$ cat src/rtl/otter_demux_pkg.sv
// otter_demux_pkg: buffer states and sizes shared by the 1-to-8 handshake demux.
package otter_demux_pkg;
    typedef enum logic [1:0] {ST_EMPTY = 2'b00, ST_FULL = 2'b01, ST_SKID = 2'b10} state_t;
    localparam int SEL_W  = 3;
    localparam int N_SINK = 8;
endpackage

$ cat src/rtl/demux_1t8_hs_dec_3t8.sv
// dec_3t8: one-hot 3-to-8 decoder, all-zero when disabled.
module dec_3t8
    import otter_demux_pkg::*;
(
    input  logic              en,
    input  logic [SEL_W-1:0]  sel,
    output logic [N_SINK-1:0] y
);
    always_comb y = en ? N_SINK'(1) << sel : '0;
endmodule

$ cat src/rtl/demux_1t8_hs.sv
// demux_1t8_hs: registered 1-to-8 demux with main+skid buffering; IN_READY depends on
// registered state only, so there is no combinational path from OUT_READY to IN_READY.
module demux_1t8_hs
    import otter_demux_pkg::*;
#(
    parameter int n = 8
) (
    input  logic              CLK,
    input  logic              RST,
    input  logic [n-1:0]      D_IN,
    input  logic [SEL_W-1:0]  SEL,
    input  logic              IN_VALID,
    output logic              IN_READY,
    output logic [n-1:0]      D_OUT,
    output logic [N_SINK-1:0] OUT_VALID,
    input  logic [N_SINK-1:0] OUT_READY,
    output logic [1:0]        COUNT
);
    state_t           state_q, state_d;
    logic [n-1:0]     main_data_q, main_data_d, skid_data_q, skid_data_d;
    logic [SEL_W-1:0] main_sel_q, main_sel_d, skid_sel_q, skid_sel_d;
    logic             accept, deliver;

    dec_3t8 u_dec (
        .en  (state_q != ST_EMPTY),
        .sel (main_sel_q),
        .y   (OUT_VALID)
    );

    always_comb begin
        IN_READY = (state_q != ST_SKID) & ~RST;
        accept   = IN_VALID & IN_READY;
        deliver  = |(OUT_VALID & OUT_READY);
        D_OUT    = main_data_q;
        COUNT    = state_q;
    end

    always_comb begin
        state_d     = state_q;
        main_data_d = main_data_q;
        main_sel_d  = main_sel_q;
        skid_data_d = skid_data_q;
        skid_sel_d  = skid_sel_q;
        case (state_q)
            ST_EMPTY: if (accept) begin
                state_d     = ST_FULL;
                main_data_d = D_IN;
                main_sel_d  = SEL;
            end
            ST_FULL: case ({accept, deliver})
                2'b11: begin
                    main_data_d = D_IN;
                    main_sel_d  = SEL;
                end
                2'b01: state_d = ST_EMPTY;
                2'b10: begin
                    state_d     = ST_SKID;
                    skid_data_d = D_IN;
                    skid_sel_d  = SEL;
                end
                default: ;
            endcase
            ST_SKID: if (deliver) begin
                state_d     = ST_FULL;
                main_data_d = skid_data_q;
                main_sel_d  = skid_sel_q;
            end
            default: state_d = ST_EMPTY;
        endcase
    end

    always_ff @(posedge CLK) begin
        if (RST) begin
            state_q     <= ST_EMPTY;
            main_data_q <= '0;
            main_sel_q  <= '0;
            skid_data_q <= '0;
            skid_sel_q  <= '0;
        end else begin
            state_q     <= state_d;
            main_data_q <= main_data_d;
            main_sel_q  <= main_sel_d;
            skid_data_q <= skid_data_d;
            skid_sel_q  <= skid_sel_d;
        end
    end
endmodule

$ cat config.mk
export PLATFORM = sky130hd
export DESIGN_NAME = demux_1t8_hs
export DESIGN_NICKNAME = d
export VERILOG_FILES = /design/src/rtl/otter_demux_pkg.sv /design/src/rtl/demux_1t8_hs_dec_3t8.sv /design/src/rtl/demux_1t8_hs.sv
export SDC_FILE = /design/constraint.sdc
export NUM_CORES = 1
export LEC_CHECK = 0
export BUFFER_PORTS_ARGS = -buffer_cell sky130_fd_sc_hd__buf_2
export CAP_MARGIN = 10
export CELL_PAD_IN_SITES_DETAIL_PLACEMENT = 1
export CELL_PAD_IN_SITES_GLOBAL_PLACEMENT = 2
export CORE_MARGIN = 3
export CORE_UTILIZATION = 32
export DETAILED_ROUTE_END_ITERATION = 8
export PLACE_DENSITY = 0.85
export SLEW_MARGIN = 40
export SYNTH_ARGS = -nofsm -noshare
export SYNTH_HDL_FRONTEND = slang
export SYNTH_SLANG_ARGS = --single-unit
$ cat constraint.sdc
create_clock -name CLK -period 4.2 [get_ports CLK]
set_clock_uncertainty 0.15 [all_clocks]
set_input_delay 1.05 -clock CLK [delete_from_list [all_inputs] [get_ports CLK]]
set_output_delay 1.05 -clock CLK [all_outputs]
set_load 0.005 [all_outputs]
Yosys cells after proc, flatten, opt, wreduce, memory -nomap -nowiden
Index checks and enable logic that the tools add are counted.
{"block": "word_totals", "register_bits": 24, "in_bits": 22, "out_inout_bits": 19, "elab_cells": 40}
{"block": "classes", "n_eq_ne": 10, "n_shift": 1, "mux": 13, "n_bitwise": 4, "n_reduce_logical": 7}
{"operator": "8-bit 2-to-1 mux", "count": 4}
{"operator": "8-bit one-hot mux with 3 select lines", "count": 1}
{"operator": "3-bit 2-to-1 mux", "count": 3}
{"operator": "3-bit one-hot mux with 3 select lines", "count": 1}
{"operator": "8-bit bitwise AND", "count": 1}
{"operator": "8-bit OR reduction", "count": 1}
{"operator": "1-bit by 3-bit << shifter with 8-bit output, first input constant", "count": 1}
{"operator": "2-bit == test, second input constant", "count": 3}
{"operator": "2-bit inequality test, second input constant", "count": 3}
{"operator": "2-bit one-hot mux with 3 select lines", "count": 1}
{"operator": "2-bit by 1-bit == test with 1-bit output, second input constant", "count": 2}
{"operator": "2-bit 2-to-1 mux", "count": 2}
{"operator": "2-bit one-hot mux with 2 select lines", "count": 1}
{"operator": "4-bit AND reduction", "count": 1}
{"operator": "3-bit by 2-bit inequality test with 1-bit output, second input constant", "count": 1}
{"operator": "3-bit AND reduction", "count": 1}
{"operator": "3-bit nonzero test", "count": 1}
{"operator": "1-bit bitwise AND", "count": 2}
{"operator": "2-bit zero test", "count": 1}
{"operator": "2-bit by 1-bit inequality test with 1-bit output, second input constant", "count": 1}
{"operator": "2-bit AND reduction", "count": 1}
{"operator": "2-bit nonzero test", "count": 1}
{"operator": "1-bit inverter", "count": 1}

Depth between registers and ports, before layout
{"block": "depth", "depth_word": 7, "mapped_depth": 12, "depth_no_buf": 9}

By module
From an unflattened synthesis, not the netlist that was laid out.
{"block": "unflattened", "cells_unflattened": 133, "area_unflattened_um2": 1262.5}
{"module": "demux_1t8_hs", "instances": 1, "cells_per_inst": 125, "area_per_inst_um2": 1167.4, "seq_area_each_um2": 480.5}
{"module": "dec_3t8", "instances": 1, "cells_per_inst": 8, "area_per_inst_um2": 95.1, "seq_area_each_um2": 0.0}

Least setup slack after synthesis
Ideal clock, no wire load.
{"block": "synth_path", "path_kind": "in2reg", "from": "input OUT_READY[7]", "to": "register main_data_q[4] (netlist: D_OUT[4])", "setup_time_ns": 0.086, "arrival_time_ns": 2.852, "t_required_ns": 3.964, "path_slack_ns": 1.113, "cell_stages": 11, "path_buffers": 2, "cell_sequence": "mux4_2 > mux2i_4 > buf_6 > or2_2 > inv_1 > ha_1 > nand2b_1 > a22o_1 > buf_2 > a211oi_1 > a211oi_1"}
{"block": "synth_via", "elab_chain_cells": 5, "elab_cells_between_ends": 6, "classes_between": "3 x eq/ne; 1 x bitwise; 2 x reduce/logical"}
{"item": "from (decl)", "line_no": "demux_1t8_hs.sv:16", "source": "input logic [N_SINK-1:0] OUT_READY,"}
{"item": "8-bit bitwise AND (*)", "line_no": "demux_1t8_hs.sv:33", "source": "deliver = |(OUT_VALID & OUT_READY);"}
{"item": "8-bit OR reduction (*)", "line_no": "demux_1t8_hs.sv:33"}
{"item": "2-bit == test", "line_no": "demux_1t8_hs.sv:50", "source": "ST_FULL: case ({accept, deliver})"}
{"item": "2-bit by 1-bit inequality test with 1-bit output (no source line)"}
{"item": "4-bit AND reduction (no source line) (*)"}
{"item": "to (signal assigned)", "line_no": "demux_1t8_hs.sv:81", "source": "main_data_q <= main_data_d;"}
{"item": "to (decl)", "line_no": "demux_1t8_hs.sv:20", "source": "logic [n-1:0] main_data_q, main_data_d, skid_data_q, skid_data_d;"}
Every way passes the cells marked *; elsewhere a longest branch is shown, timed or not.
A chain may end at the register's enable or synchronous reset.

Final worst setup path
Ends and elaborated chain as after synthesis.

==> reports/summary.txt <==
fmax - 304 MHz
NumNets Final - 199
fraction of layout instances using a drive strength above 1 - 39.9%
Synth Instances - 137
Tcrit/Tclk final - 78.4%
Overflow after GRT - 0
Startpoint Class - primary input
hold-fix buffers at CTS - 0
GRT Util Overall - 14.5%
post-route cell area - 1590 µm²
Fill cells - 461
Synth Area per Inst - 9.61 µm²
Syn. warnings - 0
clk slew on worst S/H paths - 80 ps
first drt pass iteration count - 4
fin crit period - 3290 ps
drt total wl - 3440 µm
WL/cell - 15.6 µm
Ports - 41
CTS Buffer Depth - 2
fin. max-slew vios - 0
Final ANT Viol Nets - 0
RePlAce Congestion - 0.712
Critical Path AT - 3270 ps
Leak - 0.740 nW
peak supply drop - 0.224 mV
Final Hold Viols - 0
slew margin rel. - 56.5%
Site Rows - 22
final setup fails - 0
Worst Path Max Fanout - 15
n_diodes - 0
via count - 1129
via-per-instance ratio - 5.11
PortBufs - 40
Crit Path Class - in -> reg
synth unique cells - 26
die area - 4920 µm²
cts bufs inserted - 3
initial antenna violation count - 0
unrepaired setup endpoints after global routing - no
DRC Markers - 0
CTS tree - done
Die Height - 70.1 µm
setup bufs post-CTS - 0
register area share after synthesis - 36.5%
Critical Path RT - 4180 ps
largest cells by area after synthesis - dfxtp_1 (37%), mux2_2 (9.4%), mux2i_1 (9.1%)
vias in the first global route - 1237
Post-DP HPWL - 2560 µm
Sink Count - 24
pin count of the biggest net entering global routing - 27
Synth Cell Area - 1320 µm²
root buf cell - clkbuf_8
Mapped Nets - 161
Max-Cap Viols - 0
worst hold path class - reg -> reg
Iter 0 DRT Violations - 40
global-route wire length before repair - 5870 µm
Synth-to-Final Area Change - 20.5%
status - completed
CTS resizes - 0
Placed Area - 1530 µm²
cell area power density - 331 nW/µm²
Crit. End Element - flip-flop
Core Area - 3800 µm²
worst slew pin tran - 652 ps
Yosys top cell by area - dfxtp_1
setup TNS - 0 ps
initial core utilization - 34.7%
Yosys top cell area share - 36.5%
Die Span X - 70.1 µm
clk_lat worst skew - 260 ps
H-tree level count - 1
Synth Register Bits - 24
per-stage QoR:
stage | power (mW) | hold WS (ps) | setup WS (ps) | std cells | util, %
floorplan | 0.358 | 300 | 1110 | 137 | -
global placement | 0.390 | 304 | 570 | 217 | 40.4
detailed placement | 0.397 | 304 | 485 | 217 | 40.4
CTS | 0.531 | 318 | 761 | 220 | 41.5
global route | 0.559 | 357 | 751 | 221 | 41.8
finish | 0.524 | 315 | 909 | 221 | 41.8
power breakdown:
group          switching, mW  internal (mW)
Sequential            0.0155          0.245
Clock                 0.0689         0.0640
Combinational         0.0700         0.0610
Total                  0.154          0.370
cell usage in the layout, fill, tap and decap left out, types with 2 or more instances in the layout:
| cell type | instances |
|---|---|
| a211oi_1 | 15 |
| a211oi_2 | 7 |
| buf_2 | 40 |
| buf_4 | 3 |
| clkbuf_8 | 3 |
| dfxtp_1 | 24 |
| ha_1 | 2 |
| inv_1 | 12 |
| mux2_2 | 11 |
| mux2i_1 | 12 |
| mux4_2 | 2 |
| nand2_1 | 3 |
| nand2b_1 | 3 |
| nor2_1 | 22 |
| nor3_1 | 2 |
| o21ai_0 | 2 |
worst max-delay path: stages:
cell	delay (ps)
buf_2	90
mux4_2	480
mux2i_4	430
or2_2	220
inv_1	40
ha_1	180
nand2b_1	80
a22o_1	150
a21o_1	390
a211oi_1	150
state kept, by name, summed over array words and instances, names as in the netlist:
name / flops
COUNT: 2
D_OUT: 8
main_sel_q: 3
skid_data_q: 8
skid_sel_q: 3
logic make-up after synthesis:
group / Yosys count / share of synthesized area, %
adders and majority gates: 2 / 1.90
buffers and inverters: 23 / 8.36
and+or+nand+nor: 34 / 11.3
AOI/OAI and AO/OA: 28 / 18.3
DFF: 24 / 36.5
muxes: 26 / 23.7
final timing paths:
kind / start / to / slack [ps] / cells past startpoint
max: OUT_READY[7] / D_OUT[4]$_SDFFE_PP0P_ / 910 / 10
min: D_OUT[6]$_SDFFE_PP0P_ / D_OUT[6]$_SDFFE_PP0P_ / 310 / 2
max reg2reg: main_sel_q[0]$_SDFFE_PP0P_ / D_OUT[4]$_SDFFE_PP0P_ / 1210 / 9
min reg2reg: D_OUT[6]$_SDFFE_PP0P_ / D_OUT[6]$_SDFFE_PP0P_ / 310 / 2
area by class of cell:
class                   count  area [µm²]  share of cell area (%)
flip-flops and latches     24         480                    30.3
inverters                  12        45.0                    2.84
repair buffers             44         234                    14.7
well taps                  48        60.1                    3.79
clock buffers               3        41.3                    2.60
multi-input cells          90         726                    45.7
synth_stat cells:
| master | count |
|---|---|
| dfxtp_1 | 24 |
| nor2_1 | 22 |
| a211oi_1 | 15 |
| inv_1 | 12 |
| mux2i_1 | 12 |
| mux2_2 | 11 |
| a211oi_2 | 7 |
| buf_2 | 4 |
| clkbuf_1 | 4 |
| nand2_1 | 3 |
| nand2b_1 | 3 |
| buf_6 | 2 |
| ha_1 | 2 |
| mux4_2 | 2 |
| nor3_1 | 2 |
| o21ai_0 | 2 |
| a21o_1 | 1 |
| a21oi_1 | 1 |
| a22o_1 | 1 |
| and2_1 | 1 |
| buf_4 | 1 |
| mux2i_4 | 1 |
| nand3b_1 | 1 |
| nor2b_1 | 1 |
| o22a_1 | 1 |
| or2_2 | 1 |
metal layers:
layer  part of all wire, %  GRT usage, %  wire (µm)  vias up
met5                     0             0          0        -
met4                  0.35          1.70         12        0
met3                   5.4          4.03        186        2
met2                    50          25.6       1740       29
met1                    44          18.0       1510      548
li1                      -             -          -      550
(Power assumes the default switching activity.)
